## src/rtl/res4bit_pkg.sv

```systemverilog
// Shared constants for the registered 4-bit subtractor: width, reset value and saturation limits.
// The optional clamp on signed overflow is enabled by defining RES4BIT_SATURATE_EN.
package res4bit_pkg;

   localparam int WIDTH = 4;

   localparam logic [3:0] RESULT_RST = 4'b0000;
   localparam logic [3:0] SAT_POS    = 4'b0111;
   localparam logic [3:0] SAT_NEG    = 4'b1000;

endpackage

```

## src/rtl/res_4bit_ripple_adder4.sv

```systemverilog
// Purely combinational 4-bit ripple-carry adder made of four full-adder cells.
// It also exposes the carry into the MSB so the caller can derive signed overflow.
module ripple_adder4
   import res4bit_pkg::*;
(
   input  logic [3:0] a,
   input  logic [3:0] b,
   input  logic       cin,
   output logic [3:0] s,
   output logic       c3,
   output logic       c4
);

   logic [WIDTH:0] carry;

   assign carry[0] = cin;

   for (genvar i = 0; i < WIDTH; i++) begin : gFullAdder
      assign s[i]       = a[i] ^ b[i] ^ carry[i];
      assign carry[i+1] = (a[i] & b[i]) | (carry[i] & (a[i] ^ b[i]));
   end

   assign c3 = carry[WIDTH-1];
   assign c4 = carry[WIDTH];

endmodule

```

## src/rtl/res_4bit.sv

```systemverilog
// Registered 4-bit two's-complement subtractor: result = n1 + ~n2 + 1, with carry-out and overflow.
// Define RES4BIT_SATURATE_EN to clamp result to 0111/1000 on signed overflow.
module res_4bit #(
   parameter int WIDTH = 4
) (
   input  logic             clk,
   input  logic             rst,
   input  logic [WIDTH-1:0] n1,
   input  logic [WIDTH-1:0] n2,
   output logic [WIDTH-1:0] result,
   output logic             Co,
   output logic             Overflow
);

   import res4bit_pkg::*;

   logic [WIDTH-1:0] n2Inv;
   logic [WIDTH-1:0] sumRaw;
   logic             carryMsbIn;
   logic             carryOut;
   logic             overflowRaw;

   logic [WIDTH-1:0] result_d, result_q;
   logic             co_d, co_q;
   logic             overflow_d, overflow_q;

   // Subtraction reuses the adder: the +1 of the negation rides in as carry-in.
   assign n2Inv = ~n2;

   ripple_adder4 uAdder (
      .a   (n1),
      .b   (n2Inv),
      .cin (1'b1),
      .s   (sumRaw),
      .c3  (carryMsbIn),
      .c4  (carryOut)
   );

   assign overflowRaw = carryOut ^ carryMsbIn;

   always_comb begin
      result_d   = sumRaw;
      co_d       = carryOut;
      overflow_d = overflowRaw;
`ifdef RES4BIT_SATURATE_EN
      if (overflowRaw) begin
         result_d = n1[WIDTH-1] ? SAT_NEG : SAT_POS;
      end
`endif
   end

   always_ff @(posedge clk or posedge rst) begin
      if (rst) begin
         result_q   <= RESULT_RST;
         co_q       <= 1'b0;
         overflow_q <= 1'b0;
      end else begin
         result_q   <= result_d;
         co_q       <= co_d;
         overflow_q <= overflow_d;
      end
   end

   assign result   = result_q;
   assign Co       = co_q;
   assign Overflow = overflow_q;

endmodule

```

## config.mk

```make
export PLATFORM = sky130hd
export DESIGN_NAME = res_4bit
export DESIGN_NICKNAME = d
export VERILOG_FILES = /design/src/rtl/res4bit_pkg.sv /design/src/rtl/res_4bit_ripple_adder4.sv /design/src/rtl/res_4bit.sv
export SDC_FILE = /design/constraint.sdc
export NUM_CORES = 1
export LEC_CHECK = 0
export CORE_AREA = 5 5 42 44
export DETAILED_ROUTE_END_ITERATION = 10
export DIE_AREA = 0 0 47 49
export GPL_ROUTABILITY_DRIVEN = 0
export GPL_TIMING_DRIVEN = 0
export HOLD_SLACK_MARGIN = 0.1
export SYNTH_ARGS = -nofsm -noshare
export SYNTH_HDL_FRONTEND = slang
export SYNTH_SLANG_ARGS = --single-unit
```

## constraint.sdc

```tcl
create_clock -name clk -period 0.8 [get_ports clk]
set_input_delay 0.16 -clock clk [delete_from_list [all_inputs] [get_ports clk]]
set_output_delay 0.16 -clock clk [all_outputs]
set_load 0.005 [all_outputs]
```

# ---- Word level (Yosys, flattened, before mapping)
# Index checks and enable logic that the tools add are counted.
dict set report classes {
  n_bitwise 21
}
# operator count
set op_table {}
lappend op_table {{XOR 1 bit} 8}
lappend op_table {{AND 1 bit} 7}
lappend op_table {{NOT 4 bit} 1}
lappend op_table {{OR 1 bit} 4}
lappend op_table {{NOT 1 bit} 1}
dict set report totals {
  register_bits 6
  in_bits 10
  output_inout_bits 6
  elab_cells 24
}

# ---- Logic depth before layout (Yosys ltp)
# Gate-level depths: netlist of run 1.
dict set report logic_depth {
  ltp_word 10
  depth_mapped 9
}

# ---- By module
# A second synthesis of run 1 with hierarchy kept.
dict set report unflattened {
  cells_unflattened 25
  area_unflattened_um2 291.5
}
# module n_inst cells_each area_each_um2 seq_area_each_um2
set by_module_without_submodules {}
lappend by_module_without_submodules {res_4bit 1 13 181.4 150.1}
lappend by_module_without_submodules {ripple_adder4 1 12 110.1 0.0}

# ---- Worst setup path after synthesis of run 1
# OpenSTA, ideal clock, no wires.
dict set report synth_path {
  kind {input to register}
  start {in n1[0]}
  end {reg overflow_q, in the netlist Overflow}
  t_arrival_ns 1.522
  required_ns 0.677
  setup_slack_ns -0.845
  stages 9
  path_cell_list {inv_1 ha_1 inv_1 fa_1 inv_1 fa_1 inv_1 fa_1 xnor2_1}
}
dict set report synth_between {
  elab_chain_cells 9
  elab_cells_between_ends 10
  classes_between {bitwise (10)}
}
# item line_no
set synth_lines {}
lappend synth_lines {{start, declared} res_4bit.sv:8} ;# input logic [WIDTH-1:0] n1,
lappend synth_lines {{AND 1 bit or XOR 1 bit (tied branches)} res_4bit_ripple_adder4.sv:20} ;# assign carry[i+1] = (a[i] & b[i]) | (carry[i] & (a[i] ^ b[i]));
lappend synth_lines {{OR 1 bit *} res_4bit_ripple_adder4.sv:20}
lappend synth_lines {{AND 1 bit *} res_4bit_ripple_adder4.sv:20}
lappend synth_lines {{OR 1 bit *} res_4bit_ripple_adder4.sv:20}
lappend synth_lines {{AND 1 bit *} res_4bit_ripple_adder4.sv:20}
lappend synth_lines {{OR 1 bit *} res_4bit_ripple_adder4.sv:20}
lappend synth_lines {{AND 1 bit *} res_4bit_ripple_adder4.sv:20}
lappend synth_lines {{OR 1 bit *} res_4bit_ripple_adder4.sv:20}
lappend synth_lines {{net carryOut} res_4bit.sv:20} ;# logic carryOut;
lappend synth_lines {{XOR 1 bit *} res_4bit.sv:39} ;# assign overflowRaw = carryOut ^ carryMsbIn;
lappend synth_lines {{net overflowRaw} res_4bit.sv:21} ;# logic overflowRaw;
lappend synth_lines {{end signal, assigned} res_4bit.sv:60} ;# overflow_q <= overflow_d;
lappend synth_lines {{end, declared} res_4bit.sv:25} ;# logic overflow_d, overflow_q;
# The timed path passes the listed nets; every way through them passes the cells marked *.

# ---- Worst setup path after layout of run 1
# Same ends and word-level chain as after synthesis.

==> results_dict.tcl, run 1 <==
set metrics [dict create \
    ir_drop_uv 582 \
    criticalPathCategory "input pin to register" \
    period_share 1.82 \
    fillerInstances 148 \
    synthFlopType "dfrtp_1" \
    synth_edf_count 0 \
    switchingPower_uw 184 \
    clockPowerShare 0.313 \
    cts_num_sinks 6 \
    synth.most_common_cell "inv_1" \
    drt-total-wl_microns 449 \
    synth_top_cell_area_share 0.558 \
    cp-endpoint "Overflow$_DFF_PP0_" \
    drc 0 \
    ys_ff_latch 6 \
    pin_count 16 \
    synth.area.top_cells "dfrtp_1, fa_1, inv_1" \
    drt_iter0_drc 0 \
    io_buffers 15 \
    cap_violations 0 \
    seqPwrFrac 0.435 \
    htree_levels 1 \
    placed_cells 52 \
    fin_crit_ns 1.45 \
    ys_top_cells_by_count "inv_1, dfrtp_1, fa_1, ha_1, xnor2_1" \
    hold_viol_final 0 \
    tightest_slew_ns 0.216 \
    netlist-cell-type-count 5 \
    ys_warn_count 0 \
    final_util 0.348 \
    row_count 14 \
    synth_top_area_cell "dfrtp_1" \
    power_leakage_nw 0.250 \
    crit_fanout 2 \
    status "finished, violations left" \
    via_per_inst 3.26 \
    cp-end-kind "register" \
    netlist_area_sq_um 269 \
    cts_tree "done" \
    avgSynthCellArea_sq_um 12.8 \
    rsz0062_at_grt "yes" \
    stdcell_count 57 \
    dieArea_sq_mm 0.00230 \
    n_antenna_cell 0 \
    multi_input_area_sq_um 109 \
    yosysSeqAreaShare 0.558 \
    cts.clk_slew.worst_paths_ns 0.04 \
    internal-power_uw 639 \
    grt_pass1_vias 183 \
    grt_first_pass_wirelength_microns 627 \
    hold_class "input pin to async pin" \
    pwr-share-comb 0.252 \
    max_freq_mhz 687 \
    syn2layout_area_growth_pct 81.4 \
    async_flop_share 1.00 \
    grt_max_degree 7 \
    cts_root_buf "clkbuf_4" \
    slew-limit-headroom 0.856 \
    hold_buffers 0 \
    synth_fp_nets 35 \
    grt_usage 0.0399 \
    ant_nets 0 \
    startpoint_type "input pin" \
    worst_slack_ns -0.655 \
    syn-instance-count 21 \
    grt_overflow 0 \
    cts_made_buffers 3 \
    power.density_mw_per_mm2 1690 \
    hpwl_microns 369 \
    drt_pre_antenna_iters 1 \
    swShare 0.223 \
    antenna_found_initial 0 \
    initial_core_util 0.192 \
    violations "setup timing" \
    timing.hold.ws_ns 0.137 \
    core_area_sq_mm 0.00140 \
    seqCellArea_sq_um 150 \
    critPathArrivalTime_ns 1.57 \
    clockBufferDepth 2 \
    nets 57 \
    routedWlPerCell_microns 7.88 \
    setup_viol 10 \
    dieHeight_microns 49 \
    cp.required_ns 0.92 \
    drive_gt1_frac 0.585 \
    vias 186 \
    die_x_microns 47 \
    slew_violations 0 \
    worstSetupStartpoint "n1[0]" \
    total_power_uw 823 \
]
[repair_timing]
item,CTS,global route
pin swaps,5,4
setup endpoints to repair,12,10
gates resized for setup,38,4
buffers inserted,1,1
[power groups by stage]
stage          Clock (mW)  Sequential, mW  Combinational [mW]
2_1_floorplan           0           0.373              0.0669
3_3_place_gp            0           0.365               0.231
3_5_place_dp            0           0.365               0.233
4_1_cts             0.266           0.359               0.193
5_1_grt             0.283           0.364               0.232
6_report            0.258           0.358               0.207
[layout by cell type, fill, tap and decap left out]
cell type        synthesis  layout
xnor2_2                  0       1
inv_2                    0       5
fa_2                     0       3
ha_4                     0       1
inv_1                   10       4
buf_8                    0       1
dlymetal6s2s_1           0       1
inv_12                   0       1
buf_4                    0       2
dfrtp_1                  6       6
clkdlybuf4s15_1          0       1
buf_2                    0       7
clkdlybuf4s50_1          0       4
clkbuf_4                 0       3
dlygate4sd2_1            0       1
[area by class of cell]
cell class / instances / area share
repair buffers: 17 / 0.279
well taps: 16 / 0.0410
flip-flops and latches: 6 / 0.308
clock buffers: 3 / 0.0462
multi-input cells: 5 / 0.223
inverters: 10 / 0.103
[sequential cells by signal, summed over array words and instances (netlist names)]
register  flops
result        4
Co            1
Overflow      1
[stage by stage]
| step | area (sq um) | setup WS [ns] | setup TNS [ns] |
|---|---|---|---|
| after floorplan | 302 | -0.717 | -2.55 |
| after global placement | 472 | -1.39 | -7.20 |
| after detailed placement | 472 | -1.41 | -7.26 |
| after CTS | 470 | -0.687 | -2.70 |
| after global routing | 488 | -0.697 | -2.80 |
| final | 488 | -0.655 | -2.46 |
[how the worst min path moves through the flow]
stage                     start                   to  slack, ns  cells after the start
after global placement      rst  result[2]$_DFF_PP0_       0.39                      2
after detailed placement    rst  result[3]$_DFF_PP0_       0.38                      2
after CTS                   rst  result[3]$_DFF_PP0_       0.14                      2
after floorplan             rst         Co$_DFF_PP0_      -0.05                      1
final                       rst   Overflow$_DFF_PP0_       0.14                      2
after global routing        rst  result[2]$_DFF_PP0_       0.17                      2
[layer usage]
layer,track usage,wire length [microns],vias up
met5,0,0,-
met4,0.0553,0,0
met3,0,75,0
met2,0.0543,220,11
met1,0.0455,153,80
li1,-,-,95
[critical path, stage by stage]
cell	delay, ns
buf_8	0.11
inv_12	0.04
ha_4	0.11
inv_2	0.03
fa_2	0.32
inv_2	0.06
fa_2	0.20
inv_2	0.04
fa_2	0.37
xnor2_2	0.14
[kinds of logic (layout without fill, tap and decap cells)]
kind of cell	count (synthesis)	count (layout)	share of synthesized area
xor+xnor	1	1	0.0326
fa+ha+maj	4	4	0.270
buf+inv	10	30	0.140
flops	6	6	0.558
Note: power is estimated with default switching activity, not from simulation.
==> run 2, diff against run 1 <==
Settings changed: GPL_TIMING_DRIVEN 0 to 1.
==> run 2 against run 1 <==
Effect of this change: the flow still finishes with violations (setup timing); first-iteration DRC count up 4; fmax up 2.1%; clock power up 3%; global-route usage up 0.79 points; cell area down 1.5%; die area unchanged; utilization down 0.54 points; total power down 0.65%.
==> results_dict.tcl, run 2 (synthesis results as in run 1) <==
set metrics [dict create \
    final_area_sq_um 480 \
    dpl_worst_slack_ns -1.41 \
    startpoint_type "input pin" \
    core_area_sq_mm 0.00140 \
    swShare 0.227 \
    hold_class "input pin to async pin" \
    path_delay_family "adder cells" \
    wl_met1_microns 147 \
    nets 57 \
    cts.clk_slew.worst_paths_ns 0.04 \
    dieHeight_microns 49 \
    criticalPathCategory "input pin to register" \
    hpwl_microns 421 \
    via_per_inst 3.25 \
    power_leakage_nw 0.245 \
    io_buffers 15 \
    slowest_stage "fa_2" \
    layout_commonest_cell "buf_2" \
    rsz0062_at_grt "yes" \
    htree_levels 1 \
    ir_drop_uv 623 \
    critPathArrivalTime_ns 1.55 \
    power.density_mw_per_mm2 1700 \
    clockBufferDepth 2 \
    stdcell_count 57 \
    n_antenna_cell 0 \
    top_layer_used "met3" \
    final_util 0.343 \
    wl_met3_microns 74 \
    antenna_found_initial 0 \
    slew-limit-headroom 0.863 \
    row_count 14 \
    drt_iter0_drc 4 \
    cp-end-kind "register" \
    critPathBufInv 5 \
    fin_crit_ns 1.42 \
    hold_buffers 0 \
    cts_num_sinks 6 \
    status "finished, violations left" \
    die_x_microns 47 \
    pwr-share-comb 0.239 \
    internal-power_uw 632 \
    grt_overflow 0 \
    largest_register_ffs 4 \
    initial_core_util 0.192 \
    layout_common_cells "buf_2, dfrtp_1, inv_1" \
    max_freq_mhz 702 \
    cts_root_buf "clkbuf_4" \
    clockPowerShare 0.324 \
    vias 185 \
    slowest_delay_ns 0.35 \
    worst_slack_ns -0.625 \
    violations "setup timing" \
    grt_first_pass_wirelength_microns 738 \
    period_share 1.78 \
    cts_made_buffers 3 \
    cts_tree "done" \
    dr_wl_met2_microns 245 \
    seqPwrFrac 0.437 \
    hold_viol_final 0 \
    fillerInstances 154 \
    ant_nets 0 \
    pin_count 16 \
    dieArea_sq_mm 0.00230 \
    timing.hold.ws_ns 0.138 \
    grt_pass1_vias 193 \
    grt_usage 0.0477 \
    cp.required_ns 0.92 \
    placed_cell_area_sq_um 479 \
    switchingPower_uw 186 \
    finalSetupTns_ns -2.43 \
    total_power_uw 818 \
    grt_max_degree 7 \
    drt-total-wl_microns 467 \
    cp_cell_sequence "buf_8 -> inv_12 -> ha_4 -> inv_2 -> fa_2 -> inv_2 -> fa_2 -> inv_2 -> fa_2 -> xnor2_1" \
    drc 0 \
    cap_violations 0 \
    setup_viol 10 \
    syn2layout_area_growth_pct 78.6 \
    slew_violations 0 \
    tightest_slew_ns 0.205 \
    routedWlPerCell_microns 8.19 \
    drive_gt1_frac 0.537 \
    crit_fanout 2 \
    placed_cells 53 \
    drt_pre_antenna_iters 2 \
]
[run 2: cell counts in the layout (fill, tap and decap cells not counted)]
No cell type changed its count.
[run 2: path summary, 6_finish.rpt]
kind | startpoint | cells past startpoint | slack (ns) | endpoint
setup / recovery | n1[0] | 10 | -0.62 | Overflow$_DFF_PP0_
hold / removal | rst | 2 | 0.14 | result[1]$_DFF_PP0_
max in group asynchronous | rst | 2 | 0.49 | Overflow$_DFF_PP0_
min in group clk | n2[0] | 3 | 0.22 | result[0]$_DFF_PP0_
[run 2: power groups by stage]
stage,Clock [mW],Combinational [mW],Sequential [mW]
finish,0.265,0.196,0.357
global route,0.303,0.219,0.362
CTS,0.277,0.204,0.358
detailed placement,0,0.243,0.365
global placement,0,0.237,0.364
floorplan,0,0.0669,0.373
[run 2: repair_timing]
| item | in CTS | in global routing |
|---|---|---|
| gates resized for setup | 38 | 2 |
| setup buffers | 1 | 0 |
| pin swaps | 5 | 4 |
| endpoints found under the setup margin | 12 | 10 |
[run 2: metal layers]
layer,up-vias,global-route usage
met5,-,0
met4,0,0.0415
met3,0,0.0111
met2,13,0.0724
met1,77,0.0524
li1,95,-
[run 2: layout make-up]
class,count,area [sq um],share of cell area
well taps,16,20.0,0.0417
multi-input cells,5,101,0.211
clock buffers,3,22.5,0.0469
inverters,10,50.0,0.104
flip-flops and latches,6,150,0.312
repair buffers,17,136,0.284
